File: src/rtl/inst_fetch_pkg.sv
// Shared fetch-path defines, FSM state type and queue entry layout.
`ifndef INST_FETCH_DEFINES_SV
`define INST_FETCH_DEFINES_SV
`define InstAddrBus   31:0
`define InstBus       31:0
`define ZeroWord      32'h00000000
`define Stop          1'b1
`define NoStop        1'b0
`define RstEnable     1'b1
`define InstFetchIdle 2'b00
`define InstFetchWait 2'b01
`define InstFetchDrop 2'b10
`endif

package inst_fetch_pkg;

  typedef enum logic [1:0] {
    IF_IDLE = `InstFetchIdle,
    IF_WAIT = `InstFetchWait,
    IF_DROP = `InstFetchDrop
  } if_state_e;

  typedef struct packed {
    logic [`InstAddrBus] pc;
    logic [`InstBus]     inst;
  } if_entry_t;

  localparam int unsigned ENTRY_W = $bits(if_entry_t);

  // Sequential word address; wraps 32'hFFFFFFFC -> 0 naturally.
  function automatic logic [31:0] next_word_pc(input logic [31:0] pc);
    return pc + 32'd4;
  endfunction

endpackage

File: src/rtl/inst_fifo.sv
// Prefetch queue: DEPTH-entry synchronous FIFO with clear, exposing the head word and fill count.
module inst_fifo #(
  parameter int unsigned DEPTH = 4,
  parameter int unsigned W     = 64
) (
  input  logic                       clk,
  input  logic                       rst,
  input  logic                       clear_i,
  input  logic                       push_i,
  input  logic                       pop_i,
  input  logic [W-1:0]               data_i,
  output logic [W-1:0]               head_o,
  output logic [$clog2(DEPTH):0]     count_o
);

  localparam int unsigned AW = $clog2(DEPTH);

  logic [W-1:0]  mem_q [DEPTH];
  logic [AW-1:0] wr_ptr_q, wr_ptr_d;
  logic [AW-1:0] rd_ptr_q, rd_ptr_d;
  logic [AW:0]   count_q, count_d;

  always_comb begin
    wr_ptr_d = wr_ptr_q;
    rd_ptr_d = rd_ptr_q;
    count_d  = count_q;
    if (clear_i) begin
      wr_ptr_d = '0;
      rd_ptr_d = '0;
      count_d  = '0;
    end else begin
      if (push_i) wr_ptr_d = wr_ptr_q + 1'b1;
      if (pop_i)  rd_ptr_d = rd_ptr_q + 1'b1;
      if (push_i && !pop_i)      count_d = count_q + 1'b1;
      else if (!push_i && pop_i) count_d = count_q - 1'b1;
    end
  end

  always_ff @(posedge clk or posedge rst) begin
    if (rst == `RstEnable) begin
      wr_ptr_q <= '0;
      rd_ptr_q <= '0;
      count_q  <= '0;
    end else begin
      wr_ptr_q <= wr_ptr_d;
      rd_ptr_q <= rd_ptr_d;
      count_q  <= count_d;
    end
  end

  // Storage carries no reset; the top masks the head while the queue is empty.
  always_ff @(posedge clk) begin
    if (push_i && !clear_i) mem_q[wr_ptr_q] <= data_i;
  end

  assign head_o  = mem_q[rd_ptr_q];
  assign count_o = count_q;

endmodule

File: src/rtl/inst_fetch.sv
// Instruction-fetch front end: req/ack fetch FSM feeding a prefetch queue whose head drives IF/ID.
module inst_fetch
  import inst_fetch_pkg::*;
#(
  parameter int unsigned DEPTH    = 4,
  parameter logic [31:0] RESET_PC = 32'h00000000
) (
  input  logic                clk,
  input  logic                rst,
  input  logic [5:0]          stall,
  input  logic                flush_i,
  input  logic [`InstAddrBus] new_pc_i,
  output logic                inst_req_o,
  output logic [`InstAddrBus] inst_addr_o,
  input  logic                inst_ack_i,
  input  logic [`InstBus]     inst_rdata_i,
  output logic [`InstAddrBus] if_pc,
  output logic [`InstBus]     if_inst,
  output logic                stallreq_from_if
);

  localparam int unsigned CW = $clog2(DEPTH) + 1;

  if_state_e     state_q, state_d;
  logic [31:0]   fetch_pc_q, fetch_pc_d;
  logic [31:0]   addr_q, addr_d;
  logic          req_q, req_d;
  logic [CW-1:0] count;
  logic [CW-1:0] count_next;
  logic          push, pop, issue;
  if_entry_t     push_entry, head;
  logic          unused_stall;

  assign unused_stall = ^stall[5:2];

  assign push = (state_q == IF_WAIT) && inst_ack_i && !flush_i;
  assign pop  = (stall[1] == `NoStop) && (count != '0) && !flush_i;

  always_comb begin
    count_next = count;
    if (push && !pop)      count_next = count + 1'b1;
    else if (!push && pop) count_next = count - 1'b1;
  end

  // Credit check: with no request left in flight, only issue if the next fill leaves a free slot.
  assign issue = !flush_i && (stall[0] == `NoStop) && (count_next < CW'(DEPTH));

  always_comb begin
    state_d    = state_q;
    fetch_pc_d = fetch_pc_q;
    case (state_q)
      IF_IDLE: if (issue) state_d = IF_WAIT;
      IF_WAIT: begin
        if (inst_ack_i) begin
          fetch_pc_d = next_word_pc(fetch_pc_q);
          state_d    = issue ? IF_WAIT : IF_IDLE;
        end else if (flush_i) begin
          state_d = IF_DROP;
        end
      end
      IF_DROP: if (inst_ack_i) state_d = IF_IDLE;
      default: state_d = IF_IDLE;
    endcase
    if (flush_i) fetch_pc_d = {new_pc_i[31:2], 2'b00};
    // The bus address must not move while a request is still waiting for its ack.
    addr_d = (req_q && !inst_ack_i) ? addr_q : fetch_pc_d;
    req_d  = (state_d != IF_IDLE);
  end

  always_ff @(posedge clk or posedge rst) begin
    if (rst == `RstEnable) begin
      state_q    <= IF_IDLE;
      fetch_pc_q <= RESET_PC;
      addr_q     <= RESET_PC;
      req_q      <= 1'b0;
    end else begin
      state_q    <= state_d;
      fetch_pc_q <= fetch_pc_d;
      addr_q     <= addr_d;
      req_q      <= req_d;
    end
  end

  assign push_entry.pc   = addr_q;
  assign push_entry.inst = inst_rdata_i;

  inst_fifo #(
    .DEPTH (DEPTH),
    .W     (ENTRY_W)
  ) u_queue (
    .clk     (clk),
    .rst     (rst),
    .clear_i (flush_i),
    .push_i  (push),
    .pop_i   (pop),
    .data_i  (push_entry),
    .head_o  (head),
    .count_o (count)
  );

  assign inst_req_o       = req_q;
  assign inst_addr_o      = addr_q;
  assign if_pc            = (count != '0) ? head.pc   : `ZeroWord;
  assign if_inst          = (count != '0) ? head.inst : `ZeroWord;
  assign stallreq_from_if = (count == '0) && !flush_i;

endmodule
File: config.mk
export PLATFORM = sky130hd
export DESIGN_NAME = inst_fetch
export DESIGN_NICKNAME = d
export VERILOG_FILES = /design/src/rtl/inst_fetch_pkg.sv /design/src/rtl/inst_fifo.sv /design/src/rtl/inst_fetch.sv
export SDC_FILE = /design/constraint.sdc
export NUM_CORES = 1
export LEC_CHECK = 0
export BUFFER_PORTS_ARGS = -buffer_cell sky130_fd_sc_hd__buf_2
export CAP_MARGIN = 20
export CORE_MARGIN = 3
export CORE_UTILIZATION = 33
export CTS_CLUSTER_SIZE = 8
export DETAILED_ROUTE_END_ITERATION = 8
export PLACE_DENSITY_LB_ADDON = 0.2
export RECOVER_POWER = 50
export SLEW_MARGIN = 20
export SYNTH_ARGS = -nofsm -noshare
export SYNTH_HDL_FRONTEND = slang
export SYNTH_SLANG_ARGS = --single-unit
export TNS_END_PERCENT = 100
File: constraint.sdc
create_clock -name clk -period 9.02 [get_ports clk]
set_input_delay 0 -clock clk [delete_from_list [all_inputs] [get_ports clk]]
set_output_delay 0 -clock clk [all_outputs]
set_load 0.01 [all_outputs]
==> metrics.csv, run 1 <==
stage;metric;value;unit
placement;hpwl dp;18490;um
clock_tree;post_cts resized;0;
cells_and_area;nets;1108;
clock_tree;clock root cell;clkbuf_16;
detailed_routing;Vias;7647;
yosys;Yosys top cell by area;edfxtp_1;
global_route;pin count of the biggest net entering global routing;75;
die;Die Y;207.6;um
cells_and_area;layout filler cell count;3708;
cells_and_area;antenna cells;0;
clock_tree;Worst-path clk slew;0.05;ns
critical_path;critical path startpoint;rst;
timing;Slew Limit Fails;129;
die;num rows;73;
timing;final setup fails;0;
cells_and_area;Final Core Density;42.18;%
cells_and_area;multi-input combinational cell area;3694;sq um
timing;Rel. slew slack;-185.4;%
placement;placed cells;1435;
global_route;initial antenna violation count;0;
cells_and_area;Register Area;9547;sq um
critical_path;CP Data Required Time;8.06;ns
clock_tree;clk buf depth;3;
clock_tree;Num CTS Buffers;47;
timing;f_max;212.7;MHz
global_route;first-pass GRT wire length;50100;um
yosys;Yosys reg bits;330;
yosys;dominant cells by area after synthesis;edfxtp_1, dfrtp_1, mux4_2, nor2b_1, mux2_2;
yosys;area fraction of the dominant cell type after synthesis;57.30;%
yosys;post-synthesis adder-cell area fraction;0.8954;%
yosys;Post-Synthesis Cells;771;
yosys;top_reg_cell synth;edfxtp_1;
hold_path;Hold Crit Class;in -> reg;
yosys;multiplexer area fraction after synthesis;12.93;%
timing;Hold WS;0.2373;ns
clock_tree;clk_lat worst skew;0.56;ns
yosys;largest family of logic cells by synthesized area;multiplexers;
yosys;Synth Warn #;0;
status;status;finished, violations left;
critical_path;CP Class;in -> async;
detailed_routing;Via density;4.809;
cells_and_area;count of non-filler cells in the finished layout;1590;
pwr;sw frac;28.36;%
clock_tree;H-tree depth;2;
pwr;Pwr Total;4.470;mW
detailed_routing;Detailed Routing Iterations Pass 1;4;
pwr;Seq pwr share;41.6;%
die;DIE AREA;43110;sq um
timing;Slew @ Worst Pin;4.281;ns
critical_path;CP Max Fanout;74;
timing;Tcrit/Tclk final;52.13;%
critical_path;CP max-delay cell;clkbuf_1;
detailed_routing;Remaining DRCs;0;
clock_tree;CTS tree;built;
yosys;Post-Synth Simple-Gate Area;9.112;%
detailed_routing;antenna-violating nets left;0;
cells_and_area;Layout area overhead;25.51;%
detailed_routing;initial drt markers;388;
pwr;VDD IR max;0.1179;mV
die;Ports;172;
critical_path;Data arrival, critical path;3.74;ns
global_route;vias in the first global route;8247;
pwr;pwr dens;265.5;nW/um^2
global_route;gr ovfl total;0;
hold_path;Min-Delay Path Depth;3;
critical_path;crit-path cells;dlygate4sd3_1, buf_2, clkinvlp_2, clkbuf_1;
yosys;Post-synth EDFFs;256;
die;starting density of the core;33.61;%
cells_and_area;share of cells above drive strength 1;25.26;%
yosys;xor/xnor cell area share of the yosys netlist;1.959;%
pwr;P_sw;1.267;mW
yosys;post-synthesis compound-gate area fraction;2.490;%
detailed_routing;WL final;32150;um
yosys;post-synth cell types;47;
critical_path;reg2reg end;u_queue.mem_q[2][23];
critical_path;flop-to-flop setup slack;6.01;ns
critical_path;CP max stage delay;2.99;ns
detailed_routing;Avg WL per Cell;20.22;um
cells_and_area;most frequent cells in the layout;edfxtp_1, clkbuf_1, buf_2;
critical_path;Worst setup EP type;asynchronous set/reset pin;
yosys;Mapped Avg Cell Area;17.40;sq um
timing;minimum clock period;4.703;ns
yosys;Seq/Total Area, Yosys;71.11;%
pwr;leakage;5.935;nW
global_route;GR Util All Layers;15.03;%
placement;routability cong.;0.7035;
flow_run;max-cap viol count;2;
status;failing checks;capacitance limit, slew limit;
die;Placeable Area;39910;sq um
pwr;internal power;3.202;mW
die;Die Wd;207.6;um
critical_path;CP endpoint;u_queue.rd_ptr_q[0];
timing;RSZ-0062 raised after global routing;no;
pwr;clock network fraction of total power;36.7;%
yosys;Post-Syn Area;13420;sq um
timing;Setup TNS;0;ns
cells_and_area;most common cell after layout, fill and taps aside;edfxtp_1;
clock_tree;Sink Count;330;
timing;clock skew;0.01765;ns
critical_path;CP startpoint kind;input pin;
yosys;Post-synth ARST share;22.42;%
critical_path;Worst R2R Start;state_q[1];
critical_path;worst-case reg-to-reg path depth;3;
yosys;Net Count, Synth;853;
pwr;combinational share of power;21.7;%
timing;Hold Vio Cnt, Final;0;
placement;Port Buffers;165;
[critical path, delay by kind of cell]
family	cells	cell delay [ns]
buffers and inverters	4	3.70
[cells by family after synthesis]
family                     count (synthesis)
DFF                                      330
xor gates and xnor gates                  30
muxes                                     89
adders and majority gates                 10
AOI/OAI and AO/OA                         48
buffers and inverters                     51
and+or+nand+nor                          213
[what timing repair did]
action                                 4_1_cts  5_1_grt
buffers inserted                             0        0
endpoints found under the hold margin      267        0
hold buffers                                67        0
[cell usage after synthesis, types with 2 or more instances]
master and instances:
edfxtp_1 256, dfrtp_1 74, nor2b_1 68, mux4_2 64
nand2_1 47, clkbuf_1 26, xnor2_1 24, mux2_2 21
nor2_1 21, nand3_1 20, and3_1 18, o21ai_0 15
a21oi_1 12, inv_1 11, nand4_1 9, a221o_1 8
buf_2 8, ha_1 8, nor3_1 7, xor2_1 6
buf_1 5, o31ai_1 4, and2_1 3, mux2i_1 3
nor4_1 3, nor4_4 3, a221o_2 2, a31o_2 2
maj3_1 2, nand2b_1 2, nor3b_1 2, or3_1 2
[registers in the layout (all words and copies together), names as in the netlist]
register	count
state_q	2
fetch_pc_q	32
inst_req_o	1
u_queue.mem_q	256
inst_addr_o	32
u_queue.rd_ptr_q	2
u_queue.wr_ptr_q	2
u_queue.count_o	3
[worst min path at each step]
stage                     start  slack (ns)              endpoint
2_1_floorplan   inst_rdata_i[0]         0.1   u_queue.mem_q[0][0]
3_3_place_gp    inst_rdata_i[2]        0.22   u_queue.mem_q[3][2]
3_5_place_dp   inst_rdata_i[24]        0.22  u_queue.mem_q[0][24]
4_1_cts                 flush_i        0.02    u_queue.count_o[0]
5_1_grt            new_pc_i[26]        0.23        fetch_pc_q[26]
6_report           new_pc_i[26]        0.24        fetch_pc_q[26]
[cell type report]
cell class | count | area share, %
clock buffer | 86 | 8.100
clock inverter | 2 | 0.1486
inverter | 11 | 0.2527
multi-input combinational | 390 | 21.94
sequential | 330 | 56.70
tap | 525 | 3.901
timing repair buffer | 246 | 8.962
[per-layer routing]
| layer | vias up | share of wire [%] | global-route usage (%) |
|---|---|---|---|
| li1 | 3502 | - | - |
| met1 | 3913 | 44 | 20.46 |
| met2 | 186 | 48 | 24.56 |
| met3 | 46 | 5.7 | 3.400 |
| met4 | 0 | 1.9 | 3.953 |
| met5 | - | 0 | 0 |
[per-stage QoR]
stage	area, sq um	setup WS [ns]
after floorplan	13420	6.179
after global placement	14880	5.998
after detailed placement	14880	5.996
after CTS	16940	5.680
after global routing	16840	3.105
final	16840	4.318
[power by group through the flow]
stage / Combinational, mW / Clock, mW / Sequential [mW]
3_3_place_gp: 0.990 / 0 / 1.89
5_1_grt: 1.07 / 1.77 / 1.88
3_5_place_dp: 0.993 / 0 / 1.89
6_report: 0.971 / 1.64 / 1.86
2_1_floorplan: 0.632 / 0 / 1.84
4_1_cts: 1.02 / 1.70 / 1.86
Note: power is estimated with default switching activity, not from simulation.
==> run 2, diff against run 1 <==
==> constraint.sdc (replaced) <==
create_clock -name clk -period 4 [get_ports clk]
set_input_delay 0 -clock clk [delete_from_list [all_inputs] [get_ports clk]]
set_output_delay 0 -clock clk [all_outputs]
set_load 0.01 [all_outputs]
==> run 2 against run 1 <==
Compared with the run above: global-route usage hardly changed; clock-buffer cell count decreased by 2; highest routed layer unchanged; flip-flop and latch count unchanged; utilization shrank 0.066 points; clock skew fell by 0.0038 ns; sequential share of layout area grew 0.089 points; via count down 0.17%; combinational power up 130%; the run still ends with capacitance limit, slew limit left; clock power increased by 120%; first-iteration DRC count grew 6.4%; worst setup slack worse by 3.2 ns.
==> metrics.csv, run 2 (synthesis gave the netlist of run 1 again) <==
stage;metric;value;unit
status;status;finished, violations left;
status;failing checks;capacitance limit, slew limit;
cells_and_area;Most flops, register;u_queue.mem_q;
cells_and_area;most frequent cells in the layout;edfxtp_1, clkbuf_1, buf_2;
clock_tree;Worst-path clk slew;0.05;ns
clock_tree;clk buf depth;3;
global_route;vias in the first global route;8343;
hold_path;hold endpoint;u_queue.rd_ptr_q[1];
detailed_routing;Detailed Routing Iterations Pass 1;4;
clock_tree;H-tree depth;2;
timing;final setup fails;0;
critical_path;CP Max Fanout;9;
clock_tree;clock root cell;clkbuf_16;
detailed_routing;initial drt markers;413;
critical_path;worst-case reg-to-reg path depth;5;
placement;routability cong.;0.7356;
cells_and_area;max FFs per register;256;
global_route;first-pass GRT wire length;50050;um
cells_and_area;nets;1107;
cells_and_area;antenna cells;0;
die;Die Y;207.6;um
die;starting density of the core;33.61;%
clock_tree;clk_lat worst skew;0.55;ns
pwr;Pwr Total;10.05;mW
timing;Slew @ Worst Pin;2.139;ns
global_route;GR Util All Layers;15.03;%
critical_path;Worst R2R Start;state_q[1];
detailed_routing;Via density;4.813;
timing;Hold Vio Cnt, Final;0;
detailed_routing;WL final;32030;um
clock_tree;Sink Count;330;
critical_path;CP Data Required Time;4.42;ns
detailed_routing;Vias;7634;
global_route;gr ovfl total;0;
timing;Tcrit/Tclk final;71.90;%
detailed_routing;antenna-violating nets left;0;
pwr;pwr dens;598.0;nW/um^2
critical_path;reg2reg end;inst_addr_o[28];
cells_and_area;Layout area overhead;25.31;%
timing;Slew Limit Fails;44;
die;Placeable Area;39910;sq um
timing;Setup TNS;0;ns
timing;Rel. slew slack;-43.40;%
clock_tree;CTS tree;built;
cells_and_area;most common cell after layout, fill and taps aside;edfxtp_1;
critical_path;flop-to-flop setup slack;1.12;ns
global_route;pin count of the biggest net entering global routing;66;
detailed_routing;met3 WL;1526;um
hold_path;Hold Crit Class;in -> reg;
flow_run;max-cap viol count;1;
detailed_routing;WL met2;15090;um
pwr;VDD IR max;0.7607;mV
cells_and_area;share of cells above drive strength 1;25.26;%
timing;RSZ-0062 raised after global routing;no;
placement;hpwl dp;18980;um
critical_path;Worst setup EP type;register;
cells_and_area;layout filler cell count;3640;
detailed_routing;Avg WL per Cell;20.20;um
die;num rows;73;
detailed_routing;highest metal used;met4;
cells_and_area;multi-input combinational cell area;3684;sq um
hold_path;Min-Delay Path Depth;3;
die;Die Wd;207.6;um
timing;clock skew;0.01382;ns
detailed_routing;DRT met1 WL;14750;um
detailed_routing;Remaining DRCs;0;
global_route;initial antenna violation count;0;
placement;Port Buffers;165;
critical_path;Data arrival, critical path;3.30;ns
pwr;leakage;5.911;nW
hold_path;min-delay src;flush_i;
critical_path;CP startpoint kind;register;
timing;f_max;347.7;MHz
critical_path;CP Class;reg -> reg;
cells_and_area;Register Area;9547;sq um
die;DIE AREA;43110;sq um
die;Ports;172;
clock_tree;Num CTS Buffers;47;
timing;minimum clock period;2.876;ns
run 2: worst max-delay path by stage:
stage	from	endpoint	slack, ns	depth (start not counted)
finish	state_q[1]	inst_addr_o[28]	1.12	5
detailed placement	state_q[1]	inst_addr_o[28]	1.39	5
global placement	state_q[1]	inst_addr_o[30]	1.44	5
floorplan	state_q[1]	u_queue.mem_q[0][0]	1.16	3
global route	state_q[1]	inst_addr_o[28]	0.87	5
CTS	u_queue.rd_ptr_q[0]	if_inst[30]	1.21	4
run 2: stage by stage:
| stage | util, % | instances | setup WS, ns | hold WS, ns | instance area, sq um |
|---|---|---|---|---|---|
| finish | 42.12 | 1586 | 1.124 | 0.05881 | 16810 |
| global route | 42.12 | 1586 | 0.8657 | 0.07427 | 16810 |
| floorplan | - | 771 | 1.159 | 0.09887 | 13420 |
| global placement | 37.31 | 1435 | 1.438 | 0.1857 | 14890 |
| CTS | 42.38 | 1586 | 1.208 | 0.02953 | 16920 |
| detailed placement | 37.31 | 1435 | 1.385 | 0.1897 | 14890 |
run 2: cell type report:
| cell class | count | share of cell area [%] |
|---|---|---|
| Clock buffer | 84 | 8.075 |
| Sequential cell | 330 | 56.79 |
| Clock inverter | 1 | 0.03721 |
| Tap cell | 525 | 3.907 |
| Multi-Input combinational cell | 390 | 21.91 |
| Timing Repair Buffer | 245 | 9.028 |
| Inverter | 11 | 0.2531 |
run 2: where the power goes:
group | internal [mW] | switching, mW
Clock | 2.26 | 1.39
Combinational | 1.02 | 1.20
Sequential | 3.93 | 0.245
run 2: layer usage:
| layer | vias up | GRT usage (%) |
|---|---|---|
| met3 | 50 | 3.476 |
| met1 | 3913 | 20.70 |
| met4 | 0 | 3.953 |
| li1 | 3490 | - |
| met2 | 181 | 24.24 |
| met5 | - | 0 |
run 2: critical path, cell delays in order, from the launching register on:
cell and delay (ns):
dfrtp_1 0.45, nand4b_1 0.57, nor4_1 0.96, nand4_1 0.22
xnor2_1 0.19, a221o_2 0.35
run 2: what timing repair did:
action	CTS	global route
hold buffers	66	0
endpoints found under the hold margin	236	0
buffers inserted	0	0
gates resized for setup	0	0
